## config.mk

```make
export PLATFORM = sky130hd
export DESIGN_NAME = req_rr_grant_flat
export DESIGN_NICKNAME = d
export VERILOG_FILES = /design/src/rtl/req_rr_grant_pkg.sv /design/src/rtl/req_rr_grant_if.sv /design/src/rtl/req_rr_grant_pick.sv /design/src/rtl/req_rr_grant.sv /design/src/flat_wrapper.sv
export SDC_FILE = /design/constraint.sdc
export NUM_CORES = 1
export LEC_CHECK = 0
export CAP_MARGIN = 20
export CORE_MARGIN = 10
export CORE_UTILIZATION = 48
export DETAILED_ROUTE_END_ITERATION = 8
export GPL_ROUTABILITY_DRIVEN = 0
export PLACE_DENSITY = 0.76
export REMOVE_ABC_BUFFERS = 1
export SETUP_SLACK_MARGIN = 0.02
export SYNTH_ARGS = -nofsm -noshare
export SYNTH_HDL_FRONTEND = slang
export SYNTH_SLANG_ARGS = --single-unit
```

## constraint.sdc

```tcl
create_clock -name clk -period 3.5 [get_ports clk]
set_input_delay 0.875 -clock clk [delete_from_list [all_inputs] [get_ports clk]]
set_output_delay 0.875 -clock clk [all_outputs]
set_load 0.05 [all_outputs]
```

## src/rtl/req_rr_grant_pkg.sv

```systemverilog
// Shared constants, FSM state type and index arithmetic for the round-robin
// request arbiter.
package req_rr_pkg;

   localparam int N     = 8;
   localparam int IDX_W = $clog2(N);

   typedef enum logic [0:0] {
      IDLE  = 1'b0,
      OFFER = 1'b1
   } state_t;

   // (a + b) mod N for indices already in range; works for non-power-of-two N.
   function automatic logic [IDX_W-1:0] idx_wrap_add(
      input logic [IDX_W-1:0] a,
      input logic [IDX_W-1:0] b
   );
      logic [IDX_W:0] sum;
      logic [IDX_W:0] res;
      sum = {1'b0, a} + {1'b0, b};
      if (sum >= (IDX_W+1)'(N)) begin
         res = sum - (IDX_W+1)'(N);
      end else begin
         res = sum;
      end
      return res[IDX_W-1:0];
   endfunction

endpackage

```

## src/rtl/req_rr_grant_if.sv

```systemverilog
// Grant handshake bundle between the arbiter (master) and the encoder stage (slave).
interface req_rr_grant_if;
   import req_rr_pkg::*;

   logic [N-1:0]     grant_onehot;
   logic [IDX_W-1:0] grant_idx;
   logic             grant_valid;
   logic             grant_ready;

   modport master (
      output grant_onehot,
      output grant_idx,
      output grant_valid,
      input  grant_ready
   );

   modport slave (
      input  grant_onehot,
      input  grant_idx,
      input  grant_valid,
      output grant_ready
   );

endinterface

```

## src/rtl/req_rr_grant_pick.sv

```systemverilog
// Combinational round-robin picker: rotate so start_i is bit 0, find the
// lowest set bit, then map the position back to an absolute index.
module req_rr_pick
   import req_rr_pkg::*;
(
   input  logic [N-1:0]     vector_i,
   input  logic [IDX_W-1:0] start_i,
   output logic [N-1:0]     onehot_o,
   output logic [IDX_W-1:0] idx_o,
   output logic             any_o
);

   logic [N-1:0]     rot_s;
   logic [IDX_W-1:0] pos_s;

   // Rotate, priority-find the lowest set bit, rotate the result back.
   always_comb begin
      rot_s = '0;
      for (int j = 0; j < N; j++) begin
         rot_s[j] = vector_i[idx_wrap_add(IDX_W'(j), start_i)];
      end
      pos_s = '0;
      for (int i = N-1; i >= 0; i--) begin
         pos_s = rot_s[i] ? IDX_W'(i) : pos_s;
      end
      any_o    = |rot_s;
      idx_o    = idx_wrap_add(pos_s, start_i);
      onehot_o = '0;
      if (any_o) begin
         onehot_o[idx_o] = 1'b1;
      end else begin
         onehot_o = '0;
      end
   end

endmodule

```

## src/rtl/req_rr_grant.sv

```systemverilog
// Round-robin request arbiter: sticky pending register, two-state offer FSM
// and registered one-hot/index grant with valid/ready backpressure.
module req_rr_grant
   import req_rr_pkg::*;
(
   input  logic                 clk,
   input  logic                 rst,
   input  logic [N-1:0]         req_in,
   req_rr_grant_if.master       gnt,
   output logic [N-1:0]         pending,
   output logic                 overflow
);

   state_t           state_q;
   logic [IDX_W-1:0] ptr_q;
   logic [N-1:0]     pending_q;
   logic [N-1:0]     pending_d;
   logic             overflow_q;
   logic             overflow_d;
   logic [N-1:0]     onehot_q;
   logic [IDX_W-1:0] idx_q;
   logic             valid_q;

   logic             handshake_s;
   logic [N-1:0]     clr_s;
   logic [N-1:0]     pick_vec_s;
   logic [IDX_W-1:0] pick_start_s;
   logic [N-1:0]     pick_onehot_s;
   logic [IDX_W-1:0] pick_idx_s;
   logic             pick_any_s;

   // Pending/overflow next state; a same-cycle re-request beats the clear.
   always_comb begin
      handshake_s = valid_q & gnt.grant_ready;
      if (handshake_s) begin
         clr_s = onehot_q;
      end else begin
         clr_s = '0;
      end
      pending_d  = (pending_q & ~clr_s) | req_in;
      overflow_d = |(req_in & pending_q & ~clr_s);
   end

   // Select the picker operands: fresh search from ptr, or the successor search after an accept.
   always_comb begin
      if (state_q == OFFER) begin
         pick_vec_s   = pending_q & ~onehot_q;
         pick_start_s = idx_wrap_add(idx_q, IDX_W'(1));
      end else begin
         pick_vec_s   = pending_q;
         pick_start_s = ptr_q;
      end
   end

   req_rr_pick u_pick (
      .vector_i (pick_vec_s),
      .start_i  (pick_start_s),
      .onehot_o (pick_onehot_s),
      .idx_o    (pick_idx_s),
      .any_o    (pick_any_s)
   );

   // Sticky pending register and collision pulse.
   always_ff @(posedge clk) begin
      if (rst) begin
         pending_q  <= '0;
         overflow_q <= 1'b0;
      end else begin
         pending_q  <= pending_d;
         overflow_q <= overflow_d;
      end
   end

   // Offer FSM with registered grant outputs; an offer holds until accepted.
   always_ff @(posedge clk) begin
      if (rst) begin
         state_q  <= IDLE;
         ptr_q    <= '0;
         onehot_q <= '0;
         idx_q    <= '0;
         valid_q  <= 1'b0;
      end else begin
         case (state_q)
            IDLE: begin
               if (pick_any_s) begin
                  onehot_q <= pick_onehot_s;
                  idx_q    <= pick_idx_s;
                  valid_q  <= 1'b1;
                  state_q  <= OFFER;
               end else begin
                  onehot_q <= '0;
                  idx_q    <= '0;
                  valid_q  <= 1'b0;
                  state_q  <= IDLE;
               end
            end
            OFFER: begin
               if (handshake_s) begin
                  ptr_q <= pick_start_s;
                  if (pick_any_s) begin
                     onehot_q <= pick_onehot_s;
                     idx_q    <= pick_idx_s;
                     valid_q  <= 1'b1;
                     state_q  <= OFFER;
                  end else begin
                     onehot_q <= '0;
                     idx_q    <= '0;
                     valid_q  <= 1'b0;
                     state_q  <= IDLE;
                  end
               end else begin
                  onehot_q <= onehot_q;
                  idx_q    <= idx_q;
                  valid_q  <= valid_q;
                  state_q  <= OFFER;
               end
            end
            default: begin
               onehot_q <= '0;
               idx_q    <= '0;
               valid_q  <= 1'b0;
               state_q  <= IDLE;
            end
         endcase
      end
   end

   assign gnt.grant_onehot = onehot_q;
   assign gnt.grant_idx    = idx_q;
   assign gnt.grant_valid  = valid_q;
   assign pending          = pending_q;
   assign overflow         = overflow_q;

endmodule
```

## src/flat_wrapper.sv

```systemverilog
// flat-port wrapper written by rule: the top's interface ports become plain ports
module req_rr_grant_flat import req_rr_pkg::*;
  (clk, rst, req_in, pending, overflow, gnt_grant_onehot, gnt_grant_idx, gnt_grant_valid, gnt_grant_ready);
  req_rr_grant_if gnt_i ();
  input  logic clk;
  input  logic rst;
  input  logic [N-1:0] req_in;
  output logic [N-1:0] pending;
  output logic overflow;
  output wire logic [$bits(gnt_i.grant_onehot)-1:0] gnt_grant_onehot;
  output wire logic [$bits(gnt_i.grant_idx)-1:0] gnt_grant_idx;
  output wire logic [$bits(gnt_i.grant_valid)-1:0] gnt_grant_valid;
  input wire logic [$bits(gnt_i.grant_ready)-1:0] gnt_grant_ready;
  assign gnt_grant_onehot = gnt_i.grant_onehot;
  assign gnt_grant_idx = gnt_i.grant_idx;
  assign gnt_grant_valid = gnt_i.grant_valid;
  assign gnt_i.grant_ready = gnt_grant_ready;
  req_rr_grant u_core (.clk(clk), .rst(rst), .req_in(req_in), .gnt(gnt_i), .pending(pending), .overflow(overflow));
endmodule
```

# Word-level counts from Yosys, hierarchy flattened
# Index checks and enable logic that the tools add are counted.
totals:
  inputBits: 11
  word_cells: 110
  ff_bits: 25
op_classes:
  n_eq_ne: 1
  reduce_logical: 4
  bitwise: 9
  addsub: 19
  muxes: 50
  order_cmp: 20
ops:
  columns: ["cell", "n"]
  rows:
  - ["2-to-1 mux 3 bit", 21]
  - [">= comparator 4 bit, second input constant", 9]
  - ["< comparator 3 x 4 -> 1 bit, second input constant", 9]
  - ["AND 8 bit", 4]
  - ["2-to-1 mux 8 bit", 4]
  - ["subtractor 3 x 1 -> 3 bit, second input constant", 10]
  - ["binary-select mux 1 bit (select 3 bit)", 8]
  - ["adder 3 x 3 -> 4 bit, first input constant", 4]
  - ["inverter 8 bit", 2]
  - ["one-hot mux 8 bit (2 select lines)", 1]
  - ["OR reduction 8 bit", 2]
  - ["2-to-1 mux 1 bit", 12]
  - ["adder 2 x 3 -> 4 bit, first input constant", 2]
  - ["OR 8 bit", 1]
  - ["one-hot mux 3 bit (2 select lines)", 1]
  - ["adder 1 x 3 -> 4 bit, first input constant", 1]
  - ["adder 3 x 1 -> 4 bit, second input constant", 1]
  - ["adder 3 x 3 -> 4 bit", 1]
  - [">= comparator 3 x 4 -> 1 bit, second input constant", 1]
  - ["one-hot mux 1 bit (2 select lines)", 2]
  - ["demux 1 bit (select 3 bit)", 1]
  - [">= comparator 3 x 1 -> 1 bit, second input constant", 1]
  - ["!= test 2 bit, second input constant", 1]
  - ["AND reduction 2 bit", 1]
  - ["3 further kinds", 3]

# Depth between registers and ports, before layout
logic_depth:
  ltp_word: 27
  mapped_depth: 18
  ltp_nobuf: 16

# Modules after synthesis
# From an unflattened synthesis, not the netlist that was laid out.
hier_totals:
  hier_cells: 233
  hier_area_um2: 1945.6
modules_own_cells:
  columns: ["mod", "area_per_inst_um2", "n_inst", "seq_area_each_um2", "cells_each"]
  rows:
  - ["req_rr_grant", 1096.1, 1, 500.5, 132]
  - ["req_rr_pick", 849.6, 1, 0.0, 101]

# Worst setup path after synthesis
# No wires, ideal clock.
synth_timing:
  kind: "register to register"
  from: "register u_core.idx_q[0] (netlist: u_core.gnt.grant_idx[0])"
  to: "register u_core.onehot_q[6] (netlist: u_core.gnt.grant_onehot[6])"
  arrival_ns: 4.079
  slack_ns: -0.695
  path_stages_with_launch: 17
  synth_period_minus_slack_ns: 4.195
  cell_sequence: "dfxtp_1 -> ha_1 -> mux2i_4 -> inv_4 -> ha_1 -> nand2_1 -> nand4b_1 -> o311ai_4 -> a2111oi_2 -> nor4_1 -> o21ai_0 -> nand2_1 -> fa_1 -> xor2_1 -> xnor2_2 -> and2b_1 -> a22o_1"
synth_via:
  elab_chain_len: 27
synth_rtl:
  columns: ["element", "line", "source"]
  rows:
  - ["start: declaration", "req_rr_grant.sv:21", "logic [IDX_W-1:0] idx_q;"]
  - ["start signal: assignment", "req_rr_grant.sv:87", "idx_q <= pick_idx_s;"]
  - ["start signal: assignment", "req_rr_grant.sv:102", "idx_q <= pick_idx_s;"]
  - ["start signal: assignment", "req_rr_grant.sv:113", "idx_q <= idx_q;"]
  - ["adder 3 x 1 -> 4 bit *", "req_rr_grant_pkg.sv:20", "sum = {1'b0, a} + {1'b0, b};"]
  - [">= comparator 4 bit or subtractor 3 x 1 -> 3 bit (tied branches)", "req_rr_grant_pkg.sv:21, req_rr_grant_pkg.sv:22", null]
  - ["2-to-1 mux 3 bit *", "req_rr_grant_pkg.sv:21", "if (sum >= (IDX_W+1)'(N)) begin"]
  - ["2-to-1 mux 3 bit *", "req_rr_grant.sv:46", "if (state_q == OFFER) begin"]
  - ["named net u_core.pick_start_s[1]", "req_rr_grant.sv:27", "logic [IDX_W-1:0] pick_start_s;"]
  - ["adder 3 x 3 -> 4 bit", "req_rr_grant_pkg.sv:20", null]
  - [">= comparator 4 bit or subtractor 3 x 1 -> 3 bit (tied branches)", "req_rr_grant_pkg.sv:21, req_rr_grant_pkg.sv:22", null]
  - ["2-to-1 mux 3 bit", "req_rr_grant_pkg.sv:21", null]
  - ["[... 12 more ...]", null, null]
  - ["2-to-1 mux 3 bit", "req_rr_grant_pkg.sv:21", null]
  - ["< comparator 3 x 4 -> 1 bit (implied by the code) or >= comparator 3 x 1 -> 1 bit (tied branches)", "req_rr_grant_pick.sv:30", "onehot_o[idx_o] = 1'b1;"]
  - ["logical AND 1 bit (implied by the code)", "req_rr_grant_pick.sv:30", null]
  - ["2-to-1 mux 1 bit (implied by the code)", "req_rr_grant_pick.sv:30", null]
  - ["demux 1 bit (select 3 bit)", "req_rr_grant_pick.sv:30", null]
  - ["2-to-1 mux 8 bit *", "req_rr_grant.sv:85, req_rr_grant.sv:100", null]
  - ["2-to-1 mux 8 bit", "req_rr_grant.sv:98", "if (handshake_s) begin"]
  - ["one-hot mux 8 bit (2 select lines) *", "req_rr_grant.sv:83", "case (state_q)"]
  - ["end signal: assignment", "req_rr_grant.sv:86", "onehot_q <= pick_onehot_s;"]
  - ["end signal: assignment", "req_rr_grant.sv:101", "onehot_q <= pick_onehot_s;"]
  - ["end signal: assignment", "req_rr_grant.sv:112", "onehot_q <= onehot_q;"]
  - ["end: declaration", "req_rr_grant.sv:20", "logic [N-1:0] onehot_q;"]
# The timed path passes the listed nets; every way through them passes the cells marked *. The select of a mux whose other input is x is not followed.
# A chain may end at the register's enable or synchronous reset.

# Final worst setup path
layout_timing:
  from: "register u_core.idx_q[1] (netlist: u_core.gnt.grant_idx[1])"
  to: "register u_core.idx_q[2] (netlist: u_core.gnt.grant_idx[2])"
layout_via:
  elab_chain_len: 23
layout_rtl:
  columns: ["element", "line", "source"]
  rows:
  - ["adder 3 x 1 -> 4 bit *", "req_rr_grant_pkg.sv:20", null]
  - [">= comparator 4 bit or subtractor 3 x 1 -> 3 bit (tied branches)", "req_rr_grant_pkg.sv:21, req_rr_grant_pkg.sv:22", null]
  - ["2-to-1 mux 3 bit *", "req_rr_grant_pkg.sv:21", null]
  - ["2-to-1 mux 3 bit *", "req_rr_grant.sv:46", null]
  - ["named net u_core.pick_start_s[1]", "req_rr_grant.sv:27", null]
  - ["adder 3 x 3 -> 4 bit", "req_rr_grant_pkg.sv:20", null]
  - [">= comparator 4 bit or subtractor 3 x 1 -> 3 bit (tied branches)", "req_rr_grant_pkg.sv:21, req_rr_grant_pkg.sv:22", null]
  - ["2-to-1 mux 3 bit", "req_rr_grant_pkg.sv:21", null]
  - ["binary-select mux 1 bit (select 3 bit)", "req_rr_grant_pick.sv:20", "rot_s[j] = vector_i[idx_wrap_add(IDX_W'(j), start_i)];"]
  - ["2-to-1 mux 1 bit (implied by the code)", "req_rr_grant_pick.sv:20", null]
  - ["2-to-1 mux 3 bit (8 in a row)", "req_rr_grant_pick.sv:24", "pos_s = rot_s[i] ? IDX_W'(i) : pos_s;"]
  - ["adder 3 x 3 -> 4 bit", "req_rr_grant_pkg.sv:20", null]
  - [">= comparator 4 bit or subtractor 3 x 1 -> 3 bit (tied branches)", "req_rr_grant_pkg.sv:21, req_rr_grant_pkg.sv:22", null]
  - ["2-to-1 mux 3 bit", "req_rr_grant_pkg.sv:21", null]
  - ["2-to-1 mux 3 bit *", "req_rr_grant.sv:85, req_rr_grant.sv:100", null]
  - ["2-to-1 mux 3 bit", "req_rr_grant.sv:98", null]
  - ["one-hot mux 3 bit (2 select lines) *", "req_rr_grant.sv:83", null]
# Marks and branches as above.

==> results.toml <==
[status]
status = "finished, final reports clean"

[worst_setup_path]
worstPathCellList = "ha_4 > mux2i_4 > inv_4 > ha_4 > nand2_2 > nand4b_1 > o311ai_4 > buf_6 > buf_6 > a211oi_4 > nor4_2 > o21ai_1 > nand2_2 > fa_2 > xor2_2 > xnor2_2 > nand3_1 > a21oi_2"
cpLargestDelayFamily = "adder cells"
crit_fanout = 7
crit_required_ns = 3.71
path_class = "reg2reg"
cp.arrival_ns = 3.69
setup.worst_path.start_class = "flip-flop"
crit_path_top_delay_cell = "dfxtp_2"
max_stage_delay_ns = 0.35
cp-end-kind = "flip-flop"
path_buf_inv = 3

[timing]
holdWs_ns = 0.520
skew_ns = 0.00734
hold_viol = 0
drv_slew = 0
period_share_pct = 99.4
worst_slew_pin_slew_ns = 0.583
finalSetupTns_ns = 0
timing.slew.headroom_pct = 61.0
setup-violations-final = 0
finalCriticalPeriod_ns = 3.48
grt_setup_unrepaired = "yes"
fmax_mhz = 287

[drt]
wl_met3_um = 388
vias = 2081
drt-met1-wl_um = 2590
wirelength_um = 6290
drc = 0
post_drt_wl_per_cell_um = 18.0
wl_met2_um = 3220
drt_iter0_markers = 138
drt_pass1_iterations = 4
top_layer = "met4"
ant_nets = 0
avgViaCountPerCell = 5.95

[cts]
cts_tree = "built"
root_buffer = "clkbuf_8"
cts.sinks = 25
h-tree-depth = 1
postCtsHoldBufs = 0
insertion_delay_ns = 0.27
cts_made_buffers = 3
clkTransAtPathRegs_ns = 0.09
cts_buffer_depth = 2

[power_and_ir_drop]
ir_drop_v = 0.000806
p_per_area_nw_per_um2 = 924
p_leak_nw = 1.06

[global_route]
grt_max_degree = 16
grt_util_all_layers_pct = 16.3
antenna_found_initial = 0
grt_pass1_wl_um = 9850
grt-ovfl-total = 0
first_global_vias = 2019

[synthesis]
synthArstFlopShare_pct = 0
syn_inst = 235
synthFlopType = "dfxtp_1"
avgSynthCellArea_um2 = 8.11
netlist_area_um2 = 1910
ys_seq_elements = 25
synth-edff-count = 0
yosysWarnings = 0
synth.distinct_cells = 56
ys_seq_area_share_pct = 26.2

[finish]
syn_to_final_growth_pct = 45.0
utilization_pct = 73.9
stdcell_area_um2 = 2770
final_common_cell = "buf_4"
final_nets = 317
diodes = 0
drive_gt1_share_pct = 33.1
final_cell_mix = "buf_4, nand2_1, clkdlybuf4s50_1, dfxtp_1, a21oi_1"

[floorplanning]
pin_count = 32
die_w_um = 83.0
dieArea_um2 = 6890
rows = 22
coreArea_um2 = 3740
die_h_um = 83.0
start_util_pct = 50.9

[placed_design]
place_area_um2 = 2470
portBuffers = 31
dp_hpwl_um = 4520

[min_path]
hp-class = "reg2reg"

[flow_run]
maxCapViolCount = 0
## kinds of logic after synthesis
kind of cell             Yosys count  synth area share (%)
buffers and inverters             14                  4.26
XOR/XNOR                           4                  2.23
AO/OA/AOI/OAI                     67                  25.8
flip-flops                        25                  26.2
adder cells (fa/ha/maj)            3                  2.36
AND/OR/NAND/NOR                  115                  31.5
multiplexers                       7                  7.61
## path summary, 6_finish.rpt
kind	from	slack, ns	cells past startpoint	to
max	u_core.gnt.grant_idx[1]	0.02	18	u_core.gnt.grant_idx[2]
min	u_core.gnt.grant_onehot[4]	0.52	2	u_core.gnt.grant_onehot[4]
max reg2reg	u_core.gnt.grant_idx[1]	0.02	18	u_core.gnt.grant_idx[2]
min reg2reg	u_core.gnt.grant_onehot[4]	0.52	2	u_core.gnt.grant_onehot[4]
## registers in the layout, indices dropped and copies added, names as in the netlist
| signal | flops |
|---|---|
| u_core.gnt.grant_onehot | 8 |
| u_core.pending | 8 |
| u_core.gnt.grant_idx | 3 |
| u_core.ptr_q | 3 |
| u_core.gnt.grant_valid | 1 |
| u_core.overflow | 1 |
| u_core.state_q | 1 |
## repair_timing
| item | 4_1_cts | 5_1_grt |
|---|---|---|
| endpoints found under the setup margin | 10 | 10 |
| pin swaps | 8 | 10 |
| resized for setup | 17 | 23 |
| setup buffers | 4 | 4 |
## routing by layer
metal	up-vias	global-route usage, %
met5	-	0
met4	0	4.62
met3	11	3.71
met2	74	28.5
met1	986	19.3
li1	1010	-
## worst reg2reg max path, delay by kind of cell (launching register included)
family                     cells  cell delay [ns]
xor gates and xnor gates       2             0.48
buffers and inverters          3             0.35
adders and majority gates      3             0.87
AOI/OAI and AO/OA              4             0.63
muxes                          1             0.18
DFF                            1             0.35
and+or+nand+nor                5             0.57
## per-stage QoR
stage / setup WS [ns] / total power [mW] / cells
after detailed placement: -0.237 / 1.95 / 338
final: 0.0205 / 2.55 / 350
after global routing: -0.181 / 2.71 / 350
after global placement: -0.116 / 1.93 / 338
after CTS: 0.0209 / 2.25 / 346
after floorplan: -0.718 / 1.41 / 225
## cells in the mapped netlist, types with 3 or more instances
cell type / number / share of area [%]
and2_1: 5 / 1.6
nor2_1: 21 / 4.1
nand4_1: 6 / 2.0
a21oi_1: 24 / 6.3
nand2_1: 35 / 6.9
nor2b_1: 3 / 0.98
o211ai_1: 3 / 1.2
nor3_2: 4 / 2.1
buf_2: 3 / 0.79
a211oi_1: 7 / 2.8
nand3_1: 21 / 5.5
clkbuf_1: 3 / 0.59
nand2b_1: 5 / 1.6
dfxtp_1: 25 / 26
o21ai_1: 5 / 1.3
o21ai_0: 4 / 1.0
nand4b_1: 3 / 1.4
a22o_1: 4 / 1.8
mux4_2: 4 / 4.7
## report_power, final
group | switching (mW) | internal (mW) | total (mW)
Clock | 0.0953 | 0.0808 | 0.176
Combinational | 1.06 | 0.921 | 1.98
Sequential | 0.0570 | 0.339 | 0.396
## layout make-up
cell class                 instances  area [um^2]
clock buffer                       3         41.3
clock inverter                     1         7.51
fill                             291          978
inverter                           4         17.5
multi-input combinational        196         1480
sequential                        25          507
tap                               48         60.1
timing repair buffer              73          657
No activity file was read; power rests on OpenSTA's default activity.
